==> src/rtl/alu_pkg.sv <==
// ---------------------------------------------------------------------------
// alu_pkg
// Shared definitions for the two-requester ALU arbiter and its ALU core:
//   ALU_W              default operand/result width
//   OP_AND .. OP_SUB   3-bit opcodes understood by alu_core
//   state_e            arbiter FSM state encoding (ST_IDLE/ST_EXEC/ST_RESP)
//   op_is_legal()      true for opcodes 000..101
// ---------------------------------------------------------------------------
package alu_pkg;

   localparam int ALU_W = 32;

   localparam logic [2:0] OP_AND = 3'b000;
   localparam logic [2:0] OP_OR  = 3'b001;
   localparam logic [2:0] OP_XOR = 3'b010;
   localparam logic [2:0] OP_NOR = 3'b011;
   localparam logic [2:0] OP_ADD = 3'b100;
   localparam logic [2:0] OP_SUB = 3'b101;

   typedef enum logic [1:0] {
      ST_IDLE = 2'd0,
      ST_EXEC = 2'd1,
      ST_RESP = 2'd2
   } state_e;

   function automatic logic op_is_legal(input logic [2:0] op);
      return (op <= OP_SUB);
   endfunction

endpackage

==> src/rtl/alu_core.sv <==
// ---------------------------------------------------------------------------
// alu_core
// Purely combinational ALU shared by the arbiter.
// Ports:
//   a, b   in  WIDTH  operands
//   op     in  3      opcode (see alu_pkg)
//   s      out WIDTH  result (0 for illegal opcodes)
//   eq     out 1      a == b, computed for every opcode
//   cary   out 1      carry-out of ADD/SUB (SUB: 1 means no borrow), else 0
//   of     out 1      signed overflow of ADD/SUB, else 0
//   err    out 1      opcode 110/111
// ---------------------------------------------------------------------------
module alu_core
   import alu_pkg::*;
#(
   parameter int WIDTH = ALU_W
) (
   input  logic [WIDTH-1:0] a,
   input  logic [WIDTH-1:0] b,
   input  logic [2:0]       op,
   output logic [WIDTH-1:0] s,
   output logic             eq,
   output logic             cary,
   output logic             of,
   output logic             err
);

   localparam logic [WIDTH:0] ONE_W1 = {{WIDTH{1'b0}}, 1'b1};

   logic [WIDTH:0] sum_add;
   logic [WIDTH:0] sum_sub;
   logic           of_add;
   logic           of_sub;

   // Both arithmetic paths are one bit wider so the top bit is the carry.
   assign sum_add = {1'b0, a} + {1'b0, b};
   assign sum_sub = {1'b0, a} + {1'b0, ~b} + ONE_W1;

   // Overflow: operands that can produce an out-of-range result, and the
   // result sign disagrees with operand a.
   assign of_add = (a[WIDTH-1] == b[WIDTH-1]) && (sum_add[WIDTH-1] != a[WIDTH-1]);
   assign of_sub = (a[WIDTH-1] != b[WIDTH-1]) && (sum_sub[WIDTH-1] != a[WIDTH-1]);

   assign eq  = (a == b);
   assign err = !op_is_legal(op);

   always_comb begin
      s    = '0;
      cary = 1'b0;
      of   = 1'b0;
      case (op)
         OP_AND: s = a & b;
         OP_OR:  s = a | b;
         OP_XOR: s = a ^ b;
         OP_NOR: s = ~(a | b);
         OP_ADD: begin
            s    = sum_add[WIDTH-1:0];
            cary = sum_add[WIDTH];
            of   = of_add;
         end
         OP_SUB: begin
            s    = sum_sub[WIDTH-1:0];
            cary = sum_sub[WIDTH];
            of   = of_sub;
         end
         default: begin
            s    = '0;
            cary = 1'b0;
            of   = 1'b0;
         end
      endcase
   end

endmodule

==> src/rtl/alu_req_arbiter.sv <==
// ---------------------------------------------------------------------------
// alu_req_arbiter
// Shares one alu_core between two valid/ready requesters. A round-robin FSM
// grants one request, latches its operands, executes it and returns the
// tagged result on a single response channel.
// Ports:
//   clk, rst                  clock, synchronous active-high reset
//   reqN_valid/ready          request handshake per requester (N = 0,1)
//   reqN_op/a/b               opcode and operands per requester
//   rsp_valid/ready           response handshake
//   rsp_id                    requester that owns the response
//   rsp_result                ALU result
//   rsp_eq/carry/of/err       flags (a==b, carry-out, signed overflow, bad op)
//
// state    | meaning
// ---------+-------------------------------------------------------------
// ST_IDLE  | waiting for a request; ready given to the granted requester
// ST_EXEC  | latched operands feed the ALU; result registered at the edge
// ST_RESP  | response held valid until rsp_ready, then pointer advances
// ---------------------------------------------------------------------------
module alu_req_arbiter
   import alu_pkg::*;
#(
   parameter int WIDTH = ALU_W
) (
   input  logic             clk,
   input  logic             rst,

   input  logic             req0_valid,
   output logic             req0_ready,
   input  logic [2:0]       req0_op,
   input  logic [WIDTH-1:0] req0_a,
   input  logic [WIDTH-1:0] req0_b,

   input  logic             req1_valid,
   output logic             req1_ready,
   input  logic [2:0]       req1_op,
   input  logic [WIDTH-1:0] req1_a,
   input  logic [WIDTH-1:0] req1_b,

   output logic             rsp_valid,
   input  logic             rsp_ready,
   output logic             rsp_id,
   output logic [WIDTH-1:0] rsp_result,
   output logic             rsp_eq,
   output logic             rsp_carry,
   output logic             rsp_of,
   output logic             rsp_err
);

   state_e           state_q;
   logic             rr_ptr_q;

   logic [2:0]       op_q;
   logic [WIDTH-1:0] a_q;
   logic [WIDTH-1:0] b_q;
   logic             id_q;

   logic             rsp_valid_q;
   logic             rsp_id_q;
   logic [WIDTH-1:0] rsp_result_q;
   logic             rsp_eq_q;
   logic             rsp_carry_q;
   logic             rsp_of_q;
   logic             rsp_err_q;

   logic             any_valid;
   logic             grant_id;
   logic             accept;
   logic [2:0]       grant_op;
   logic [WIDTH-1:0] grant_a;
   logic [WIDTH-1:0] grant_b;

   logic [WIDTH-1:0] alu_s;
   logic             alu_eq;
   logic             alu_cary;
   logic             alu_of;
   logic             alu_err;

   // Round-robin only matters when both ask; a lone requester always wins.
   assign any_valid = req0_valid | req1_valid;
   assign grant_id  = (req0_valid & req1_valid) ? rr_ptr_q : req1_valid;

   // Ready is held low while rst is asserted so nothing is accepted during
   // a reset that spans several cycles.
   assign accept     = !rst && (state_q == ST_IDLE) && any_valid;
   assign req0_ready = accept & ~grant_id;
   assign req1_ready = accept &  grant_id;

   assign grant_op = grant_id ? req1_op : req0_op;
   assign grant_a  = grant_id ? req1_a  : req0_a;
   assign grant_b  = grant_id ? req1_b  : req0_b;

   alu_core #(
      .WIDTH (WIDTH)
   ) u_alu_core (
      .a    (a_q),
      .b    (b_q),
      .op   (op_q),
      .s    (alu_s),
      .eq   (alu_eq),
      .cary (alu_cary),
      .of   (alu_of),
      .err  (alu_err)
   );

   always_ff @(posedge clk) begin
      if (rst) begin
         state_q      <= ST_IDLE;
         rr_ptr_q     <= 1'b0;
         op_q         <= '0;
         a_q          <= '0;
         b_q          <= '0;
         id_q         <= 1'b0;
         rsp_valid_q  <= 1'b0;
         rsp_id_q     <= 1'b0;
         rsp_result_q <= '0;
         rsp_eq_q     <= 1'b0;
         rsp_carry_q  <= 1'b0;
         rsp_of_q     <= 1'b0;
         rsp_err_q    <= 1'b0;
      end else begin
         case (state_q)
            ST_IDLE: begin
               if (accept) begin
                  op_q    <= grant_op;
                  a_q     <= grant_a;
                  b_q     <= grant_b;
                  id_q    <= grant_id;
                  state_q <= ST_EXEC;
               end
            end
            ST_EXEC: begin
               rsp_result_q <= alu_s;
               rsp_eq_q     <= alu_eq;
               rsp_carry_q  <= alu_cary;
               rsp_of_q     <= alu_of;
               rsp_err_q    <= alu_err;
               rsp_id_q     <= id_q;
               rsp_valid_q  <= 1'b1;
               state_q      <= ST_RESP;
            end
            ST_RESP: begin
               if (rsp_ready) begin
                  rsp_valid_q <= 1'b0;
                  // The requester just served drops to lowest priority.
                  rr_ptr_q    <= ~rsp_id_q;
                  state_q     <= ST_IDLE;
               end
            end
            default: begin
               rsp_valid_q <= 1'b0;
               state_q     <= ST_IDLE;
            end
         endcase
      end
   end

   assign rsp_valid  = rsp_valid_q;
   assign rsp_id     = rsp_id_q;
   assign rsp_result = rsp_result_q;
   assign rsp_eq     = rsp_eq_q;
   assign rsp_carry  = rsp_carry_q;
   assign rsp_of     = rsp_of_q;
   assign rsp_err    = rsp_err_q;

endmodule

==> config.mk <==
export PLATFORM = sky130hd
export DESIGN_NAME = alu_req_arbiter
export DESIGN_NICKNAME = d
export VERILOG_FILES = /design/src/rtl/alu_pkg.sv /design/src/rtl/alu_core.sv /design/src/rtl/alu_req_arbiter.sv
export SDC_FILE = /design/constraint.sdc
export NUM_CORES = 1
export LEC_CHECK = 0
export ABC_AREA = 1
export BUFFER_PORTS_ARGS = -buffer_cell sky130_fd_sc_hd__buf_2
export CAP_MARGIN = 10
export CORE_UTILIZATION = 50
export CTS_CLUSTER_SIZE = 10
export DETAILED_ROUTE_END_ITERATION = 6
export GPL_TIMING_DRIVEN = 0
export MAX_ROUTING_LAYER = met4
export PLACE_DENSITY = 0.68
export SLEW_MARGIN = 15
export SYNTH_ARGS = -nofsm -noshare
export SYNTH_HDL_FRONTEND = slang
export SYNTH_SLANG_ARGS = --single-unit
==> constraint.sdc <==
create_clock -name clk -period 5.4 [get_ports clk]
set_input_delay 0.81 -clock clk [delete_from_list [all_inputs] [get_ports clk]]
set_output_delay 0.81 -clock clk [all_outputs]
set_load 0.02 [all_outputs]
==> flow_summary.json, run 1 <==
{
  "cts_made_buffers": 9,
  "critPathRequiredTime_ps": 5640,
  "arrival_ps": 3110,
  "clockBufferDepth": 2,
  "top_layer_used": "met4",
  "end_kind": "flip-flop",
  "syn_to_final_growth_pct": 14.07,
  "crit_buf_inv": 2,
  "cts_hold_buf": 0,
  "synth_edf_count": 0,
  "crit_path_cell_trace": "inv_1 -> ha_1 -> buf_4 -> nor2_1 -> nand3_1 -> nand3_1 -> nand2_1 -> nand3_1 -> nand2_1 -> nand2_1 -> nand2_1 -> nand3_1 -> nand3_1 -> nand2_1 -> a21oi_1",
  "htreeDepth": 3,
  "layout_min_cycle_time_ps": 2868,
  "globalplace.congestion": 1.043,
  "max_clock_freq_mhz": 348.6,
  "gr-usage-all-layers": 0.3954,
  "tns_ps": 0,
  "dp_hpwl_um": 34720,
  "max_cap_violations": 0,
  "grt_pass1_wl_um": 64140,
  "synthTopCellsByArea": "nand2_1 25%, dfxtp_1 20%, ha_1 12%",
  "skew_ps": 21.16,
  "hold_violations": 0,
  "path_clk_slew_ps": 90,
  "drv_slew": 0,
  "dieHeight_um": 149.6,
  "io_pins": 179,
  "synth-main-ff-cell": "dfxtp_1",
  "rsz0062_at_grt": "no",
  "cts_tree": "built",
  "post_drt_via_cell_ratio": 5.440,
  "io_buffers": 177,
  "syn-num-nets": 2148,
  "fin_crit_sh": 0.5312,
  "placementRows": 53,
  "fin_nets": 2336,
  "synth_area_per_cell_um2": 5.721,
  "min_path_type": "reg -> reg",
  "start_util": 0.5136,
  "ctsRootBufferMaster": "clkbuf_16",
  "syn-cell-area_mm2": 0.01090,
  "most-common-layout-cells": "728 x nand2_1, 316 x inv_1, 205 x buf_2, 135 x nand3_1, 109 x dfxtp_1",
  "wl_met1_um": 19030,
  "leakage_nw": 6.420,
  "cts_setup_buffers": 0,
  "synth_area_leader_cell": "nand2_1",
  "first_pass_iters": 5,
  "synth_cells": 1905,
  "grt_max_degree": 21,
  "fp.dieW_um": 149.6,
  "die_area_mm2": 0.02239,
  "vdd_ir_drop_max_mv": 0.1473,
  "max_stage_delay_ps": 420,
  "cp_max_fo": 9,
  "worstMarginPinSlew_ps": 1122,
  "critPathTopFamily": "simple AND/OR/NAND/NOR gates",
  "drt_wl_total_um": 42440,
  "seq_area_frac_synth": 0.2002,
  "setup_viol": 0,
  "diodes": 0,
  "finish.utilization": 0.5859,
  "synth_cell_types": 37,
  "drive_gt1_frac": 0.1301,
  "relSlewSlack": 0.2519,
  "async_flop_share": 0,
  "critPathKind": "reg -> reg",
  "core_area_mm2": 0.02122,
  "critPathSlowestCell": "dfxtp_1",
  "power.density_mw_per_mm2": 231.5,
  "clk_latency_ps": 390,
  "detail-route-antenna-nets": 0,
  "ys_warn_count": 0,
  "wire_per_inst_um": 17.88,
  "startpoint_type": "flip-flop",
  "fillers": 2291,
  "drt-initial-drc-count": 1221,
  "yosys.area.top_type_share": 0.2507,
  "wl_met2_um": 17930,
  "route.vias.total": 12910,
  "antenna_found_initial": 0,
  "met3_length_um": 4537,
  "grt-ovfl-total": 0,
  "clock-sinks": 109,
  "drc": 0,
  "cts_resized": 0,
  "grt_pass1_vias": 11590,
  "outcome": "finished clean",
  "ys_seq_elements": 109,
  "mostFrequentLayoutCell": "nand2_1"
}
-- path summary, 6_finish.rpt --
check	slack, ps	from	endpoint	cells past startpoint
setup / recovery	2530	a_q[3]$_SDFFE_PP0P_	rsp_result[29]$_SDFFE_PP0P_	15
setup reg to reg	2530	a_q[3]$_SDFFE_PP0P_	rsp_result[29]$_SDFFE_PP0P_	15
hold / removal	460	rsp_result[17]$_SDFFE_PP0P_	rsp_result[17]$_SDFFE_PP0P_	2
hold reg to reg	460	rsp_result[17]$_SDFFE_PP0P_	rsp_result[17]$_SDFFE_PP0P_	2
-- kinds of logic after synthesis --
| family | count (synthesis) | share of synthesized area |
|---|---|---|
| compound gates | 278 | 0.1499 |
| xor+xnor | 4 | 0.003215 |
| fa+ha+maj | 104 | 0.1208 |
| buf+inv | 408 | 0.1534 |
| flops | 109 | 0.2002 |
| simple gates | 1002 | 0.3725 |
-- through the flow --
stage,hold slack [ps],instance area (um^2),power [mW],worst slack (ps),cells
after global routing,482.3,12430,3.040,2312,2373
after global placement,448.7,12130,2.105,2657,2357
final,462.9,12430,2.878,2532,2373
after CTS,464.6,12430,2.847,2639,2373
after floorplan,429.0,10900,1.725,3028,1905
after detailed placement,451.7,12130,2.121,2648,2357
-- layout make-up --
cell class              instances  area (um^2)  area share
clock buffers                  10        239.0     0.01922
well taps                     275        344.1     0.02767
flip-flops and latches        109         2182      0.1755
plain buffers                  82        447.9     0.03603
clock inverters                 6        65.06    0.005233
multi-input cells            1388         7046      0.5667
inverters                     326         1224     0.09842
repair buffers                177        885.9     0.07125
-- synthesized netlist by cell type, types with 3 or more instances --
library cell	n
nor2_1	93
dfxtp_1	109
buf_6	6
a31oi_1	68
nand3_1	135
o2111ai_1	3
o21ai_1	5
o22ai_1	18
xor2_1	3
nor2_2	9
a221oi_1	20
o21bai_1	6
o21ai_0	53
buf_4	16
clkbuf_1	32
inv_2	10
nand4_1	12
a21oi_1	94
nor3_1	12
o211ai_1	3
nand2_1	728
ha_1	102
a21oi_2	4
inv_1	316
o31ai_1	3
buf_2	28
-- per-layer routing --
layer / track usage / vias to the layer above
met5: - / -
met4: 0.1204 / 0
met3: 0.06098 / 68
met2: 0.5852 / 665
met1: 0.5476 / 5789
li1: - / 6386
-- worst register-to-register path, cell delays in order (launching register included) --
cell and delay, ps:
dfxtp_1 420, inv_1 70, ha_1 280, buf_4 160, nor2_1 340, nand3_1 130
nand3_1 310, nand2_1 150, nand3_1 190, nand2_1 100, nand2_1 70, nand2_1 40
nand3_1 60, nand3_1 220, nand2_1 140, a21oi_1 60
-- sequential cells by signal (all words and copies together), names as in the netlist --
register,count
rsp_id,1
rsp_carry,1
op_q,3
state_q,2
rsp_valid,1
rsp_of,1
rsp_result,32
rr_ptr_q,1
rsp_eq,1
b_q,32
a_q,32
rsp_err,1
id_q,1
-- report_power, final --
part	switching (mW)	leakage (nW)	internal, mW
logic	0.851	5.38	0.374
registers	0.0619	0.887	0.849
clock network	0.399	0.150	0.342
total	1.31	6.42	1.57
(Power assumes the default switching activity.)
==> run 2, diff against run 1 <==
--- a/config.mk
+++ b/config.mk
@@ -5,7 +5,7 @@
 export SDC_FILE = /design/constraint.sdc
 export NUM_CORES = 1
 export LEC_CHECK = 0
-export ABC_AREA = 1
+export ABC_AREA = 0
 export BUFFER_PORTS_ARGS = -buffer_cell sky130_fd_sc_hd__buf_2
 export CAP_MARGIN = 10
 export CORE_UTILIZATION = 50
@@ -13,7 +13,7 @@
 export DETAILED_ROUTE_END_ITERATION = 6
 export GPL_TIMING_DRIVEN = 0
 export MAX_ROUTING_LAYER = met4
-export PLACE_DENSITY = 0.68
+export PLACE_DENSITY = 0.72
 export SLEW_MARGIN = 15
 export SYNTH_ARGS = -nofsm -noshare
 export SYNTH_HDL_FRONTEND = slang
==> constraint.sdc (replaced) <==
create_clock -name clk -period 2.5 [get_ports clk]
set_input_delay 0.375 -clock clk [delete_from_list [all_inputs] [get_ports clk]]
set_output_delay 0.375 -clock clk [all_outputs]
set_load 0.02 [all_outputs]
==> flow_summary.json, run 2 <==
{
  "io_pins": 179,
  "ys_seq_elements": 109,
  "synth_area_per_cell_um2": 7.716,
  "cpMostUsedCell": "buf_4",
  "power_frac_seq": 0.255,
  "crit_buf_inv": 3,
  "rsz0062_at_grt": "yes",
  "power_frac_comb": 0.571,
  "rr_startpoint": "a_q[6]$_SDFFE_PP0P_",
  "cts_made_buffers": 9,
  "path_clk_slew_ps": 80,
  "dpl_cell_area_mm2": 0.01130,
  "use_met3": 0.05047,
  "placementRows": 50,
  "antenna_found_initial": 1,
  "synth_cell_types": 76,
  "max_stage_delay_ps": 380,
  "drc": 0,
  "swShare": 0.4560,
  "htreeDepth": 3,
  "grt-ovfl-total": 0,
  "fin_crit_sh": 1.221,
  "route.vias.total": 10830,
  "synth_top_family_by_area": "compound AO/OA/AOI/OAI gates",
  "finish.utilization": 0.6754,
  "mostFrequentLayoutCell": "buf_2",
  "cp_max_fo": 5,
  "critPathTopFamily": "compound AO/OA/AOI/OAI gates",
  "synth-xor-area-share": 0.05074,
  "p_clk_frac": 0.173,
  "detail-route-antenna-nets": 0,
  "seq_area_frac_synth": 0.2218,
  "core_area_mm2": 0.01902,
  "hold_violations": 0,
  "p_int_mw": 4.557,
  "clockBufferDepth": 2,
  "first_pass_iters": 5,
  "met1_usage": 0.5064,
  "dieHeight_um": 142.3,
  "drv_slew": 0,
  "holdWs_ps": 323.3,
  "relSlewSlack": 0.4164,
  "critPathRequiredTime_ps": 2800,
  "synthMuxAreaShare": 0.09996,
  "hold_end": "b_q[17]$_SDFFE_PP0P_",
  "start_util": 0.5173,
  "io_buffers": 178,
  "drt-initial-drc-count": 1038,
  "drive_gt1_frac": 0.3166,
  "synth_area_leader_cell": "dfxtp_1",
  "synth_edf_count": 0,
  "layout_min_cycle_time_ps": 3052,
  "hold_depth": 3,
  "synthTopCellsByArea": "dfxtp_1 22%, ha_1 13%, mux2i_1 9.8%",
  "synth-main-ff-cell": "dfxtp_1",
  "crit_path_cell_trace": "buf_4 -> ha_1 -> or3b_4 -> o2111ai_4 -> a211oi_4 -> o31ai_4 -> nor4_4 -> o21ai_2 -> buf_4 -> nand2_4 -> a21oi_2 -> buf_4 -> xnor2_2 -> o2bb2ai_1",
  "critPathKind": "reg -> reg",
  "synthTopCellsByCount": "173 x nor2_1, 116 x a21oi_1, 109 x dfxtp_1, 102 x ha_1, 98 x inv_1",
  "min_path_type": "in -> reg",
  "async_flop_share": 0,
  "reg2regPathDepth": 14,
  "fin_nets": 1754,
  "cts_hold_buf": 0,
  "grt_pass1_wl_um": 58080,
  "synthAdderAreaFrac": 0.1338,
  "gr-usage-all-layers": 0.3932,
  "worstMarginPinSlew_ps": 875.4,
  "clk_latency_ps": 380,
  "arrival_ps": 3360,
  "syn-num-nets": 1518,
  "setup_viol": 27,
  "synth_most_common_cell": "nor2_1",
  "grt_most_used_layer": "met2",
  "wire_per_inst_um": 22.03,
  "reg2reg_to": "rsp_result[31]$_SDFFE_PP0P_",
  "ys_warn_count": 0,
  "clock-sinks": 109,
  "fin_area_mm2": 0.01284,
  "max_clock_freq_mhz": 327.7,
  "syn-cell-area_mm2": 0.009838,
  "synth_cells": 1275,
  "cts_tree": "built",
  "globalplace.congestion": 0.9537,
  "r2r_slack_ps": -550,
  "startpoint_type": "flip-flop",
  "outcome": "finished, violations left",
  "min-delay-start": "req1_b[17]",
  "max_cap_violations": 0,
  "grt_max_degree": 18,
  "p_sw_mw": 3.820,
  "vdd_ir_drop_max_mv": 0.4535,
  "post_drt_via_cell_ratio": 6.091,
  "fp.dieW_um": 142.3,
  "critPathSlowestCell": "a211oi_4",
  "most-common-layout-cells": "185 x buf_2, 166 x nor2_1, 96 x a21oi_1, 95 x mux2i_1, 87 x ha_1",
  "power_mw": 8.377,
  "dp_hpwl_um": 28470,
  "synth-compound-area-share": 0.2709,
  "skew_ps": 13.69,
  "grt_pass1_vias": 10150,
  "drt_wl_total_um": 39170,
  "ctsRootBufferMaster": "clkbuf_16",
  "yosys.area_share.simple": 0.1456,
  "die_area_mm2": 0.02024,
  "met2_usage": 0.6171,
  "tns_ps": -8367,
  "end_kind": "flip-flop",
  "power.density_mw_per_mm2": 652.2,
  "syn_to_final_growth_pct": 30.56,
  "leakage_nw": 5.612,
  "yosys.area.top_type_share": 0.2218,
  "finalWorstSetupSlack_ps": -551.7,
  "violations": "negative setup slack"
}
-- run 2: power by group through the flow --
stage               combinational (mW)  clock [mW]  sequential, mW
floorplan                         2.63           0            2.16
global placement                  3.74           0            2.16
detailed placement                3.75           0            2.16
CTS                               4.33        1.45            2.13
global route                      5.08        1.50            2.16
finish                            4.79        1.45            2.14
-- run 2: routing by layer --
layer | up-vias | share of wire
met4 | 0 | 0.041
met3 | 131 | 0.087
met1 | 5112 | 0.42
met5 | - | 0
met2 | 553 | 0.45
li1 | 5033 | -
-- run 2: worst max-delay path by stage --
| stage | end | cells past startpoint | from |
|---|---|---|---|
| 6_report | rsp_result[31]$_SDFFE_PP0P_ | 14 | a_q[6]$_SDFFE_PP0P_ |
| 3_5_place_dp | rsp_result[24]$_SDFFE_PP0P_ | 12 | b_q[0]$_SDFFE_PP0P_ |
| 3_3_place_gp | rsp_result[24]$_SDFFE_PP0P_ | 12 | b_q[0]$_SDFFE_PP0P_ |
| 4_1_cts | rsp_result[25]$_SDFFE_PP0P_ | 12 | a_q[4]$_SDFFE_PP0P_ |
| 5_1_grt | rsp_result[29]$_SDFFE_PP0P_ | 12 | b_q[6]$_SDFFE_PP0P_ |
| 2_1_floorplan | rsp_result[24]$_SDFFE_PP0P_ | 13 | a_q[0]$_SDFFE_PP0P_ |
-- run 2: logic make-up after synthesis --
kind of cell | Yosys count
and+or+nand+nor | 319
buffers and inverters | 196
DFF | 109
xor gates and xnor gates | 57
muxes | 98
AOI/OAI and AO/OA | 392
adders and majority gates | 104
-- run 2: worst min-delay path, delay by kind of cell --
kind | cells | cell delay [ps]
AO/OA/AOI/OAI | 1 | 80
buffers and inverters | 1 | 90
multiplexers | 1 | 110
-- run 2: per-stage QoR --
step / cells / setup slack (ps)
global placement: 1713 / -852.2
global route: 1778 / -606.2
finish: 1778 / -551.7
CTS: 1764 / -449.4
floorplan: 1275 / -328.8
detailed placement: 1713 / -884.5
-- run 2: timing repair --
action / in CTS / in global routing
setup buffers: 45 / 14
gates resized for setup: 161 / 87
endpoints found under the setup margin: 97 / 80
pin swaps: 66 / 62
-- run 2: final cells by class --
cell class | count | area [um^2]
Clock inverter | 5 | 36.28
Clock buffer | 11 | 232.7
Sequential cell | 109 | 2241
Multi-Input combinational cell | 970 | 7834
Fill cell | 1687 | 6173
Inverter | 101 | 391.6
Antenna cell | 2 | 5.005
Buffer | 84 | 415.4
Timing Repair Buffer | 236 | 1364
Tap cell | 260 | 325.3
